==> config.mk <==
export PLATFORM = sky130hd
export DESIGN_NAME = ili9341_spi_sink
export DESIGN_NICKNAME = d
export VERILOG_FILES = /design/src/rtl/ili9341_spi_sink.sv
export SDC_FILE = /design/constraint.sdc
export NUM_CORES = 1
export LEC_CHECK = 0
export BUFFER_PORTS_ARGS = -buffer_cell sky130_fd_sc_hd__buf_4
export CAP_MARGIN = 0
export CORE_ASPECT_RATIO = 2
export CORE_MARGIN = 1.5
export CORE_UTILIZATION = 50
export DETAILED_ROUTE_END_ITERATION = 7
export GPL_TIMING_DRIVEN = 0
export PLACE_DENSITY = 0.73
export SLEW_MARGIN = 20
export SYNTH_ARGS = -nofsm -noshare
export SYNTH_HDL_FRONTEND = slang
export SYNTH_SLANG_ARGS = --single-unit
==> constraint.sdc <==
create_clock -name clk -period 3.6 [get_ports clk]
set_clock_uncertainty 0.1 [all_clocks]
set_input_delay 0.36 -clock clk [delete_from_list [all_inputs] [get_ports clk]]
set_output_delay 0.36 -clock clk [all_outputs]
set_load 0.1 [all_outputs]
==> src/rtl/ili9341_spi_sink.sv <==
// ILI9341 panel-side SPI sink: deserialises {dc, byte} and decodes sleep/display/CASET/PASET/RAMWR.
// Latency: byte_valid 4 clk after the clk edge sampling sclk high for bit 0; pix_valid 1 clk after the low byte.
// No backpressure: the SPI master cannot be stalled; every byte is consumed the cycle byte_valid is high.
//
// Ports:
//   clk, rst_n                        system clock, async active-low reset
//   spi_sclk/mosi/cs_n/dc             raw SPI inputs (mode 0, asynchronous to clk)
//   byte_valid/byte_data/byte_dc      received byte strobe
//   cmd_valid/last_cmd                command strobe and most recent command
//   sleep_out/disp_on                 panel power/display state
//   win_xs/win_xe/win_ys/win_ye       address window
//   pix_valid/pix_x/pix_y/pix_data    RGB565 pixel write strobe with coordinates
module ili9341_spi_sink #(
    parameter int X_MAX = 239,
    parameter int Y_MAX = 319
) (
    input  logic        clk,
    input  logic        rst_n,
    input  logic        spi_sclk,
    input  logic        spi_mosi,
    input  logic        spi_cs_n,
    input  logic        spi_dc,
    output logic        byte_valid,
    output logic [7:0]  byte_data,
    output logic        byte_dc,
    output logic        cmd_valid,
    output logic [7:0]  last_cmd,
    output logic        sleep_out,
    output logic        disp_on,
    output logic [8:0]  win_xs,
    output logic [8:0]  win_xe,
    output logic [8:0]  win_ys,
    output logic [8:0]  win_ye,
    output logic        pix_valid,
    output logic [8:0]  pix_x,
    output logic [8:0]  pix_y,
    output logic [15:0] pix_data
);

    localparam logic [15:0] XM16 = 16'(X_MAX);
    localparam logic [15:0] YM16 = 16'(Y_MAX);

    typedef enum logic [1:0] {CMD_WAIT, PARAM, RAMWR_HI, RAMWR_LO} state_t;

    // ---------------- input synchronisers ----------------
    logic sclk_s1_q, sclk_s2_q, sclk_prev_q;
    logic mosi_s1_q, mosi_s2_q;
    logic cs_s1_q, cs_s2_q;
    logic dc_s1_q, dc_s2_q;

    always_ff @(posedge clk or negedge rst_n) begin
        if (!rst_n) begin
            sclk_s1_q   <= 1'b0;
            sclk_s2_q   <= 1'b0;
            sclk_prev_q <= 1'b0;
            mosi_s1_q   <= 1'b0;
            mosi_s2_q   <= 1'b0;
            cs_s1_q     <= 1'b1;
            cs_s2_q     <= 1'b1;
            dc_s1_q     <= 1'b0;
            dc_s2_q     <= 1'b0;
        end else begin
            sclk_s1_q   <= spi_sclk;
            sclk_s2_q   <= sclk_s1_q;
            sclk_prev_q <= sclk_s2_q;
            mosi_s1_q   <= spi_mosi;
            mosi_s2_q   <= mosi_s1_q;
            cs_s1_q     <= spi_cs_n;
            cs_s2_q     <= cs_s1_q;
            dc_s1_q     <= spi_dc;
            dc_s2_q     <= dc_s1_q;
        end
    end

    logic sclk_rise;
    assign sclk_rise = sclk_s2_q & ~sclk_prev_q;

    // ---------------- bit capture ----------------
    // done_q / done2_q pad the path so byte_valid lands 4 clk after bit 0 is first sampled.
    logic [7:0] shift_q;
    logic [2:0] bit_cnt_q;
    logic       done_q, done2_q, dc_lat_q;
    logic       byte_valid_q, byte_dc_q, cmd_valid_q;
    logic [7:0] byte_data_q;

    always_ff @(posedge clk or negedge rst_n) begin
        if (!rst_n) begin
            shift_q      <= 8'h00;
            bit_cnt_q    <= 3'd0;
            done_q       <= 1'b0;
            done2_q      <= 1'b0;
            dc_lat_q     <= 1'b0;
            byte_valid_q <= 1'b0;
            byte_data_q  <= 8'h00;
            byte_dc_q    <= 1'b0;
            cmd_valid_q  <= 1'b0;
        end else begin
            done_q <= 1'b0;
            if (cs_s2_q) begin
                // Deselect drops a partial byte; decode context is untouched.
                bit_cnt_q <= 3'd0;
            end else if (sclk_rise) begin
                shift_q   <= {shift_q[6:0], mosi_s2_q};
                bit_cnt_q <= bit_cnt_q + 3'd1;
                if (bit_cnt_q == 3'd7) begin
                    done_q   <= 1'b1;
                    dc_lat_q <= dc_s2_q;
                end
            end
            done2_q      <= done_q;
            byte_valid_q <= done2_q;
            cmd_valid_q  <= done2_q & ~dc_lat_q;
            if (done2_q) begin
                byte_data_q <= shift_q;
                byte_dc_q   <= dc_lat_q;
            end
        end
    end

    // ---------------- decoder ----------------
    state_t      state_q;
    logic        is_paset_q;
    logic [2:0]  pidx_q;
    logic [7:0]  p0_q, p1_q, p2_q, hi_q;
    logic [8:0]  cur_x_q, cur_y_q;
    logic [8:0]  cur_x_d, cur_y_d;
    logic [8:0]  win_xs_q, win_xe_q, win_ys_q, win_ye_q;
    logic [7:0]  last_cmd_q;
    logic        sleep_q, disp_q;
    logic        pix_valid_q;
    logic [8:0]  pix_x_q, pix_y_q;
    logic [15:0] pix_data_q;
    logic        win_ok;

    function automatic logic [8:0] clamp(input logic [15:0] v, input logic [15:0] m);
        return (v > m) ? m[8:0] : v[8:0];
    endfunction

    assign win_ok = (win_xs_q <= win_xe_q) && (win_ys_q <= win_ye_q);

    // Raster advance with wrap to the window origin after the last pixel.
    always_comb begin
        cur_x_d = cur_x_q + 9'd1;
        cur_y_d = cur_y_q;
        if (cur_x_q == win_xe_q) begin
            cur_x_d = win_xs_q;
            cur_y_d = (cur_y_q == win_ye_q) ? win_ys_q : cur_y_q + 9'd1;
        end
    end

    always_ff @(posedge clk or negedge rst_n) begin
        if (!rst_n) begin
            state_q     <= CMD_WAIT;
            is_paset_q  <= 1'b0;
            pidx_q      <= 3'd0;
            p0_q        <= 8'h00;
            p1_q        <= 8'h00;
            p2_q        <= 8'h00;
            hi_q        <= 8'h00;
            cur_x_q     <= 9'd0;
            cur_y_q     <= 9'd0;
            win_xs_q    <= 9'd0;
            win_xe_q    <= XM16[8:0];
            win_ys_q    <= 9'd0;
            win_ye_q    <= YM16[8:0];
            last_cmd_q  <= 8'h00;
            sleep_q     <= 1'b0;
            disp_q      <= 1'b0;
            pix_valid_q <= 1'b0;
            pix_x_q     <= 9'd0;
            pix_y_q     <= 9'd0;
            pix_data_q  <= 16'h0000;
        end else begin
            pix_valid_q <= 1'b0;
            if (byte_valid_q && !byte_dc_q) begin
                // Commands win in every state; a pending odd RAMWR byte is simply dropped.
                last_cmd_q <= byte_data_q;
                pidx_q     <= 3'd0;
                state_q    <= CMD_WAIT;
                case (byte_data_q)
                    8'h10: sleep_q <= 1'b0;
                    8'h11: sleep_q <= 1'b1;
                    8'h28: disp_q  <= 1'b0;
                    8'h29: disp_q  <= 1'b1;
                    8'h2A, 8'h2B: begin
                        is_paset_q <= (byte_data_q == 8'h2B);
                        state_q    <= PARAM;
                    end
                    8'h2C: begin
                        cur_x_q <= win_xs_q;
                        cur_y_q <= win_ys_q;
                        state_q <= RAMWR_HI;
                    end
                    default: ;
                endcase
            end else if (byte_valid_q) begin
                case (state_q)
                    PARAM: begin
                        if (pidx_q < 3'd4) begin
                            pidx_q <= pidx_q + 3'd1;
                            case (pidx_q)
                                3'd0: p0_q <= byte_data_q;
                                3'd1: p1_q <= byte_data_q;
                                3'd2: p2_q <= byte_data_q;
                                default: begin
                                    if (is_paset_q) begin
                                        win_ys_q <= clamp({p0_q, p1_q}, YM16);
                                        win_ye_q <= clamp({p2_q, byte_data_q}, YM16);
                                    end else begin
                                        win_xs_q <= clamp({p0_q, p1_q}, XM16);
                                        win_xe_q <= clamp({p2_q, byte_data_q}, XM16);
                                    end
                                end
                            endcase
                        end
                    end
                    RAMWR_HI: begin
                        hi_q    <= byte_data_q;
                        state_q <= RAMWR_LO;
                    end
                    RAMWR_LO: begin
                        state_q <= RAMWR_HI;
                        if (win_ok) begin
                            pix_valid_q <= 1'b1;
                            pix_x_q     <= cur_x_q;
                            pix_y_q     <= cur_y_q;
                            pix_data_q  <= {hi_q, byte_data_q};
                            cur_x_q     <= cur_x_d;
                            cur_y_q     <= cur_y_d;
                        end
                    end
                    default: ;
                endcase
            end
        end
    end

    assign byte_valid = byte_valid_q;
    assign byte_data  = byte_data_q;
    assign byte_dc    = byte_dc_q;
    assign cmd_valid  = cmd_valid_q;
    assign last_cmd   = last_cmd_q;
    assign sleep_out  = sleep_q;
    assign disp_on    = disp_q;
    assign win_xs     = win_xs_q;
    assign win_xe     = win_xe_q;
    assign win_ys     = win_ys_q;
    assign win_ye     = win_ye_q;
    assign pix_valid  = pix_valid_q;
    assign pix_x      = pix_x_q;
    assign pix_y      = pix_y_q;
    assign pix_data   = pix_data_q;

endmodule

==> results of run 1 <==
[critical path, delay by kind of cell, from the launching register on]
kind / cells / cell delay, ps
simple gates: 1 / 560
flops: 1 / 590
compound gates: 4 / 800
buf+inv: 3 / 400
fa+ha+maj: 1 / 320
mux: 1 / 300
[kinds of logic (layout without fill, tap and decap cells)]
kind of cell,after synthesis,after routing,synth area share
DFF,171,171,0.554
and+or+nand+nor,143,143,0.0876
AOI/OAI and AO/OA,103,103,0.0868
muxes,96,96,0.152
buffers and inverters,58,193,0.0394
xor gates and xnor gates,33,33,0.0373
adders and majority gates,26,26,0.0420
[synthesized netlist by cell type, types with 16 or more instances]
cell type  number  area [µm²]
a21oi_1        21         105
dfrtp_1       155        3880
dfstp_2        16         420
ha_1           26         325
inv_1          28         105
mux2_2         61         687
mux2_4         29         435
nand2_1        52         195
nor2_1         31         116
o21ai_0        37         185
o22a_1         20         175
xnor2_1        17         149
xor2_1         16         140
[timing repair]
item                                   CTS  global route
hold buffers                             5             0
endpoints found under the hold margin   87             0
setup buffers                            0             0
[power by group]
part	internal, W	total, W	switching (W)
sequential	0.00197	0.00199	0.0000289
combinational	0.0000413	0.0000911	0.0000498
clock	0.000985	0.00178	0.000799
[path summary, 6_finish.rpt]
kind | endpoint | cells after the start | from
setup / recovery | pix_x[8] | 10 | win_xe[2]
hold / removal | sclk_s2_q | 0 | sclk_s1_q
hold reg to reg | sclk_s2_q | 0 | sclk_s1_q
setup reg to reg | pix_x[8] | 10 | win_xe[2]
min in group asynchronous | shift_q[2] | 2 | rst_n
max in group asynchronous | win_xe[7] | 3 | rst_n
[metal layers]
layer | up-vias | wire, µm | global-route usage | share of wire
met3 | 55 | 488 | 0.0411 | 0.026
li1 | 2454 | - | - | -
met4 | 0 | 888 | 0.152 | 0.047
met2 | 131 | 10900 | 0.464 | 0.58
met5 | - | 0 | 0 | 0
met1 | 2777 | 6460 | 0.235 | 0.34
[registers in the layout (all words and copies together) (netlist names), 2 cells and up]
register,cells
bit_cnt_q,3
byte_data,8
cur_x_q,9
cur_y_q,9
hi_q,8
last_cmd,8
p0_q,8
p1_q,8
p2_q,8
pidx_q,3
pix_data,16
pix_x,9
pix_y,9
shift_q,8
state_q,2
win_xe,9
win_xs,9
win_ye,9
win_ys,9
[stage by stage]
step | worst slack [ps] | hold slack (ps) | total power (W) | instances | utilization
finish | 397 | 250 | 0.00387 | 963 | 0.617
global route | 272 | 263 | 0.00400 | 963 | 0.617
CTS | 377 | 252 | 0.00390 | 963 | 0.617
detailed placement | 421 | 237 | 0.00212 | 926 | 0.576
global placement | 532 | 233 | 0.00211 | 925 | 0.574
floorplan | 202 | -35.6 | 0.00206 | 630 | -
[final cells by class]
class                      count  area [µm²]  share of cell area
buffer                        30         200              0.0213
clock buffer                  18         439              0.0468
clock inverter                14         134              0.0143
inverter                      28         105              0.0112
multi-input combinational    401        3150               0.335
sequential                   171        4300               0.458
tap                          198         248              0.0264
timing repair buffer         103         813              0.0866
==> qor.csv, run 1 <==
stage,metric,value,unit
timing,setup_viol,0,
yosys,ys.flop_type,dfrtp_1,
grt,grt_pass1_vias,5840,
cts,clk_latency,430,ps
timing,fin_crit_sh,0.890,
grt,grt_usage,0.242,
drt,routed_wl,18700,µm
timing,layout_min_cycle_time,3200,ps
drt,via_per_inst,5.63,
cts,postCtsResizedCells,0,
cts,cts_buffers,17,
yosys,synth_fp_nets,662,
setup_path,crit_arrival,3420,ps
placement,place_area,8760,µm²
setup_path,cp.required,3820,ps
setup_path,worstSetupEndpointType,register,
yosys,synth_edf_count,0,
placement,numPortBuffers,97,
setup_path,slowest_stage,dfstp_2,
timing,hold_viol,0,
timing,slew_viol_final,0,
yosys,synthesis.area,7750,µm²
cts,clk_pin_slew_worst_paths,70,ps
hold_path,min_path_type,reg -> reg,
run,maxCapViolations,0,
finish,drive_above_1_share,0.335,
timing,rsz0062_at_grt,false,
die,die_area,16300,µm²
yosys,ys_warn_count,0,
setup_path,ff2ff_setup_slack,400,ps
finish,layout_commonest_cell,dfrtp_1,
finish,final_nets,784,
drt,drtIter0Drc,241,
drt,post-route-drc-count,0,
power_and_ir_drop,p_leak,4.77,nW
power_and_ir_drop,power.density,412,nW/µm²
power_and_ir_drop,ir_worst_vdd,327,µV
timing,fin_setup_tns,0,ps
setup_path,critPathLaunchType,register,
timing,tightest_slew,868,ps
die,core,15200,µm²
die,fp.dieW,91.1,µm
cts,clockBufferDepth,2,
yosys,ys_ff_latch,171,
cts,root_buffer,clkbuf_16,
timing,fmax,0.312,GHz
die,pin_count,98,
die,start_util,0.510,
grt,grt_max_degree,92,
drt,vias,5417,
placement,dp_hpwl,13800,µm
timing,maxSlewHeadroom,0.417,
drt,drtPass1Iterations,4,
finish,syn_to_final_growth,21.1,%
finish,layout_common_cells,"dfrtp_1 (155), buf_4 (96), mux2_2 (61)",
grt,grt_remaining_overflow,0,
die,rows,64,
setup_path,path_max_fanout,10,
cts,clkSinkCount,171,
outcome,outcome,"finished, final reports clean",
finish,diodes,0,
drt,wl_per_cell,19.4,µm
setup_path,slowest_delay,590,ps
cts,cts_tree,yes,
drt,drtAntennaViolNets,0,
grt,antenna_found_initial,0,
yosys,avgSynthCellArea,12.3,µm²
yosys,synth_async_sr_flop_share,1.00,
cts,htreeDepth,4,
placement,place.gp.congestion,0.892,
die,die_y,179,µm
setup_path,path_class,reg -> reg,
finish,final_cell_area,9390,µm²
grt,grt_first_pass_wirelength,30000,µm
setup_path,crit_chain,inv_1 > ha_1 > a21oi_2 > o21ai_1 > a2111oi_2 > a21oi_1 > or4b_1 > buf_6 > buf_12 > mux2_4,
yosys,synth-seq-area-share,0.554,
yosys,synth_cells,630,
yosys,synth_cell_type_count,52,
finish,n_fill_cell,1257,
No activity file was read; power rests on OpenSTA's default activity.
==> run 2, diff against run 1 <==
Settings changed: CORE_MARGIN 1.5 to not set, SKIP_CTS_REPAIR_TIMING set to 1, SLEW_MARGIN 20 to not set.
==> qor.csv, run 2 (synthesis results as in run 1) <==
stage,metric,value,unit,change
die,rows,64,,unchanged
grt,grt_pass1_vias,5737,,was 5840
placement,numPortBuffers,97,,unchanged
setup_path,slowest_delay,590,ps,about the same
cts,cts_tree,yes,,unchanged
die,die_area,16000,µm²,was 16300 µm²
timing,maxSlewHeadroom,0.425,,was 0.417
cts,htreeDepth,4,,unchanged
die,start_util,0.510,,unchanged
finish,diodes,0,,unchanged
cts,clkSinkCount,171,,unchanged
hold_path,worstHoldStart,mosi_s1_q,,was sclk_s1_q
drt,drtPass1Iterations,4,,unchanged
cts,clockBufferDepth,2,,unchanged
timing,slew_viol_final,0,,unchanged
grt,antenna_found_initial,0,,unchanged
power_and_ir_drop,p_sw,0.000845,W,was 0.000878 W
timing,fin_setup_tns,0,ps,unchanged
die,fp.dieW,90.1,µm,was 91.1 µm
drt,routed_wl,18500,µm,was 18700 µm
timing,tightest_slew,851,ps,was 868 ps
timing,layout_min_cycle_time,3170,ps,was 3200 ps
power_and_ir_drop,power_frac_seq,0.515,,about the same
finish,final_cell_area,9400,µm²,was 9390 µm²
drt,drtIter0Drc,314,,was 241
setup_path,crit_arrival,3370,ps,was 3420 ps
placement,place.gp.congestion,0.887,,was 0.892
cts,cts_buffers,17,,unchanged
die,die_y,178,µm,was 179 µm
timing,fmax,0.316,GHz,was 0.312 GHz
finish,layout_commonest_cell,dfrtp_1,,unchanged
power_and_ir_drop,power.density,412,nW/µm²,about the same
die,pin_count,98,,unchanged
drt,post-route-drc-count,0,,unchanged
timing,worst_slack,435,ps,was 397 ps
setup_path,slowest_stage,dfstp_2,,unchanged
setup_path,worst-path-buf-inv,3,,unchanged
cts,clk_pin_slew_worst_paths,60,ps,was 70 ps
power_and_ir_drop,switching_share,0.218,,was 0.227
die,core,15200,µm²,unchanged
finish,final_nets,784,,unchanged
setup_path,path_class,reg -> reg,,unchanged
setup_path,r2r-start,win_xe[2],,unchanged
setup_path,path_max_fanout,10,,unchanged
placement,pre_cts_ws,440,ps,was 421 ps
power_and_ir_drop,p_leak,4.77,nW,about the same
timing,setup_viol,0,,unchanged
cts,root_buffer,clkbuf_16,,unchanged
run,maxCapViolations,0,,unchanged
power_and_ir_drop,power,0.00387,W,about the same
power_and_ir_drop,clockPowerShare,0.461,,about the same
drt,vias,5353,,was 5417
timing,rsz0062_at_grt,false,,unchanged
setup_path,path_delay_family,compound AO/OA/AOI/OAI gates,,unchanged
finish,layout_common_cells,"dfrtp_1 (155), buf_4 (96), mux2_2 (61)",,unchanged
placement,place_area,8760,µm²,unchanged
grt,grt_usage,0.243,,was 0.242
drt,drtAntennaViolNets,0,,unchanged
cts,clk_latency,430,ps,about the same
outcome,outcome,"finished, final reports clean",,unchanged
grt,grt_first_pass_wirelength,29700,µm,was 30000 µm
grt,grt_remaining_overflow,0,,unchanged
power_and_ir_drop,ir_worst_vdd,377,µV,was 327 µV
power_and_ir_drop,internal_power,0.00302,W,was 0.00299 W
finish,syn_to_final_growth,21.2,%,was 21.1%
timing,hold_viol,0,,unchanged
grt,grt_max_degree,92,,unchanged
setup_path,crit_start,win_xe[2],,unchanged
setup_path,critPathLaunchType,register,,unchanged
placement,dp_hpwl,13700,µm,was 13800 µm
setup_path,worstSetupEndpointType,register,,unchanged
setup_path,cp.required,3810,ps,was 3820 ps
drt,via_per_inst,5.56,,was 5.63
hold_path,min_path_type,reg -> reg,,unchanged
timing,fin_crit_sh,0.879,,was 0.890
finish,drive_above_1_share,0.333,,was 0.335
drt,wl_per_cell,19.2,µm,was 19.4 µm
finish,largest_reg_flops,16,,unchanged
power_and_ir_drop,comb_power_share,0.023,,was 0.024
setup_path,crit_chain,inv_1 > ha_1 > a21oi_2 > o21ai_1 > a2111oi_2 > a21oi_1 > or4b_1 > buf_6 > buf_12 > mux2_4,,unchanged
run 2: cell types whose count changed in the layout (fill, tap and decap cells not counted):
cell / previous run / this run
clkbuf_8: 2 / 4
inv_6: 7 / 2
clkinv_4: 2 / 5
clkinvlp_4: 2 / 3
clkinv_2: 2 / 0
clkbuf_1: 15 / 16
run 2: stage by stage:
stage | instances | hold WS [ps] | utilization
5_1_grt | 963 | 262 | 0.618
6_report | 963 | 255 | 0.618
3_3_place_gp | 925 | 233 | 0.574
3_5_place_dp | 926 | 241 | 0.576
2_1_floorplan | 630 | -35.6 | -
4_1_cts | 958 | -164 | 0.614
run 2: metal layers:
metal	part of all wire	track usage
met3	0.037	0.0439
met1	0.34	0.236
met4	0.048	0.151
met5	0	0
met2	0.57	0.466
run 2: power by group through the flow:
stage	Combinational, W	Sequential, W	Clock (W)
floorplan	0.0000388	0.00202	0
global placement	0.0000803	0.00202	0
detailed placement	0.0000907	0.00203	0
CTS	0.0000906	0.00199	0.00181
global route	0.000103	0.00200	0.00189
finish	0.0000902	0.00199	0.00179
run 2: final cells by class:
cell class,instances,area (µm²)
Fill cell,1215,5820
Clock buffer,21,470
Buffer,30,200
Inverter,28,105
Tap cell,198,248
Multi-Input combinational cell,401,3150
Clock inverter,11,114
Sequential cell,171,4300
Timing Repair Buffer,103,813
run 2: worst paths after layout:
| path | end | slack, ps | depth (start not counted) |
|---|---|---|---|
| setup / recovery | pix_data[0] | 430 | 10 |
| hold / removal | mosi_s2_q | 250 | 0 |
| setup reg to reg | pix_data[0] | 430 | 10 |
| max in group asynchronous | win_xe[7] | 2120 | 3 |
| hold reg to reg | mosi_s2_q | 250 | 0 |
| min in group asynchronous | shift_q[2] | 400 | 2 |
run 2: worst register-to-register path, delay by kind of cell (launching register included):
family                   cells  cell delay [ps]
multiplexers                 1              300
flip-flops                   1              590
AO/OA/AOI/OAI                4              790
AND/OR/NAND/NOR              1              540
adder cells (fa/ha/maj)      1              310
buffers and inverters        3              410
==> run 3, diff against run 2 <==
Settings changed: CORE_UTILIZATION 50 to 58, PLACE_DENSITY 0.73 to 0.83.
==> qor.csv, run 3 (synthesis results as in run 1) <==
stage,metric,value,unit,change
timing,finalHoldWorstSlack,257,ps,was 255 ps
hold_path,worstHoldStart,cs_s1_q,,was mosi_s1_q
placement,dp_hpwl,13500,µm,was 13700 µm
finish,final_nets,784,,unchanged
drt,wl_per_cell,20.5,µm,was 19.2 µm
timing,fin_setup_tns,0,ps,unchanged
timing,rsz0062_at_grt,false,,unchanged
finish,layout_common_cells,"dfrtp_1 (155), buf_4 (96), mux2_2 (61)",,unchanged
setup_path,ff2ff_setup_slack,410,ps,was 430 ps
timing,layout_min_cycle_time,3190,ps,was 3170 ps
power_and_ir_drop,comb_power_share,0.024,,was 0.023
die,start_util,0.597,,was 0.510
drt,drtAntennaViolNets,0,,unchanged
timing,worst_slack,412,ps,was 435 ps
finish,drive_above_1_share,0.335,,was 0.333
setup_path,slowest_delay,590,ps,about the same
run,maxCapViolations,0,,unchanged
grt,grt_usage,0.279,,was 0.243
drt,drtIter0Drc,346,,was 314
grt,grt_remaining_overflow,0,,unchanged
timing,fmax,0.314,GHz,was 0.316 GHz
die,fp.dieW,83.8,µm,was 90.1 µm
setup_path,path_class,reg -> reg,,unchanged
timing,fin_crit_sh,0.885,,was 0.879
setup_path,critPathLaunchType,register,,unchanged
outcome,outcome,"finished, final reports clean",,unchanged
drt,post-route-drc-count,0,,unchanged
power_and_ir_drop,switching_share,0.241,,was 0.218
timing,hold_viol,0,,unchanged
setup_path,cp.required,3810,ps,about the same
setup_path,crit_arrival,3400,ps,was 3370 ps
timing,tightest_slew,897,ps,was 851 ps
hold_path,min_path_type,reg -> reg,,unchanged
hold_path,min_path_cells,0,,unchanged
finish,largest_reg_flops,16,,unchanged
cts,clk_pin_slew_worst_paths,70,ps,was 60 ps
grt,grt_first_pass_wirelength,29400,µm,was 29700 µm
timing,setup_viol,0,,unchanged
cts,clk_latency,420,ps,was 430 ps
power_and_ir_drop,p_leak,4.77,nW,about the same
die,rows,59,,was 64
finish,syn_to_final_growth,20.4,%,was 21.2%
cts,clkSinkCount,171,,unchanged
setup_path,slowest_stage,dfstp_2,,unchanged
finish,diodes,0,,unchanged
finish,final_cell_area,9330,µm²,was 9400 µm²
grt,antenna_found_initial,0,,unchanged
setup_path,worstSetupEndpointType,register,,unchanged
power_and_ir_drop,ir_worst_vdd,352,µV,was 377 µV
cts,cts_buffers,17,,unchanged
power_and_ir_drop,internal_power,0.00293,W,was 0.00302 W
setup_path,path_max_fanout,10,,unchanged
cts,htreeDepth,4,,unchanged
setup_path,rr_endpoint,pix_data[1],,was pix_data[0]
die,die_y,166,µm,was 178 µm
drt,via_per_inst,6.03,,was 5.56
cts,root_buffer,clkbuf_16,,unchanged
placement,place.gp.congestion,0.905,,was 0.887
hold_path,holdPathEnd,cs_s2_q,,was mosi_s2_q
finish,layout_commonest_cell,dfrtp_1,,unchanged
cts,cts_tree,yes,,unchanged
setup_path,r2r-start,win_xe[2],,unchanged
cts,clockBufferDepth,2,,unchanged
drt,vias,5527,,was 5353
drt,drtPass1Iterations,7,,was 4
die,core,13000,µm²,was 15200 µm²
placement,place_area,8700,µm²,was 8760 µm²
power_and_ir_drop,p_sw,0.000929,W,was 0.000845 W
timing,maxSlewHeadroom,0.393,,was 0.425
timing,slew_viol_final,0,,unchanged
drt,routed_wl,18800,µm,was 18500 µm
power_and_ir_drop,power.density,414,nW/µm²,was 412 nW/µm²
grt,grt_max_degree,111,,was 92
die,pin_count,98,,unchanged
placement,pre_cts_ws,461,ps,was 440 ps
finish,n_fill_cell,887,,was 1215
power_and_ir_drop,power_frac_seq,0.516,,was 0.515
die,die_area,13900,µm²,was 16000 µm²
grt,grt_pass1_vias,5773,,was 5737
placement,numPortBuffers,97,,unchanged
setup_path,crit_chain,inv_1 > ha_1 > a21oi_2 > o21ai_1 > a2111oi_2 > a21oi_1 > or4b_1 > buf_6 > buf_12 > mux2_4,,unchanged
power_and_ir_drop,clockPowerShare,0.460,,was 0.461
setup_path,r2r_cells,10,,unchanged
-- run 3: changes by cell type in the layout (fill, tap and decap cells not counted), moves of 2 or more --
cell / change
clkinv_4: -2
inv_6: +2
clkbuf_8: -3
clkinv_8: +2
inv_8: +4
-- run 3: cell type report --
cell class | count | area [µm²] | area share
repair buffers | 103 | 810 | 0.0867
flip-flops and latches | 171 | 4300 | 0.461
inverters | 28 | 105 | 0.0113
multi-input cells | 401 | 3150 | 0.337
clock inverters | 15 | 154 | 0.0165
plain buffers | 30 | 200 | 0.0215
clock buffers | 17 | 425 | 0.0456
well taps | 152 | 190 | 0.0204
-- run 3: worst max path at each step --
stage | startpoint | end
detailed placement | win_xe[2] | pix_x[7]
global route | win_xe[2] | pix_x[8]
global placement | win_xe[2] | pix_data[3]
CTS | win_xe[2] | pix_x[7]
floorplan | win_xe[4] | pix_data[4]
finish | win_xe[2] | pix_data[1]
-- run 3: power by group through the flow --
stage | Sequential [W] | Clock [W] | Combinational [W]
after floorplan | 0.00202 | 0 | 0.0000388
after global placement | 0.00202 | 0 | 0.0000794
after detailed placement | 0.00203 | 0 | 0.0000902
after CTS | 0.00199 | 0.00179 | 0.0000905
after global routing | 0.00200 | 0.00187 | 0.000102
final | 0.00199 | 0.00178 | 0.0000912
-- run 3: critical path, delay by kind of cell, from the launching register on --
kind,cells,cell delay (ps)
AND/OR/NAND/NOR,1,570
multiplexers,1,300
adder cells (fa/ha/maj),1,300
buffers and inverters,3,410
flip-flops,1,590
AO/OA/AOI/OAI,4,800
-- run 3: per-stage QoR --
step | total power, W | utilization | cells
final | 0.00386 | 0.718 | 917
after global routing | 0.00397 | 0.718 | 917
after CTS | 0.00387 | 0.714 | 912
after detailed placement | 0.00212 | 0.670 | 880
after global placement | 0.00210 | 0.667 | 879
after floorplan | 0.00206 | - | 630
-- run 3: metal layers --
metal  wire (µm)  vias to the layer above  global-route usage
li1            -                     2462                   -
met1        6460                     2787               0.280
met2       10500                      207               0.525
met3         771                       71              0.0497
met4        1040                        0               0.180
met5           0                        -                   0
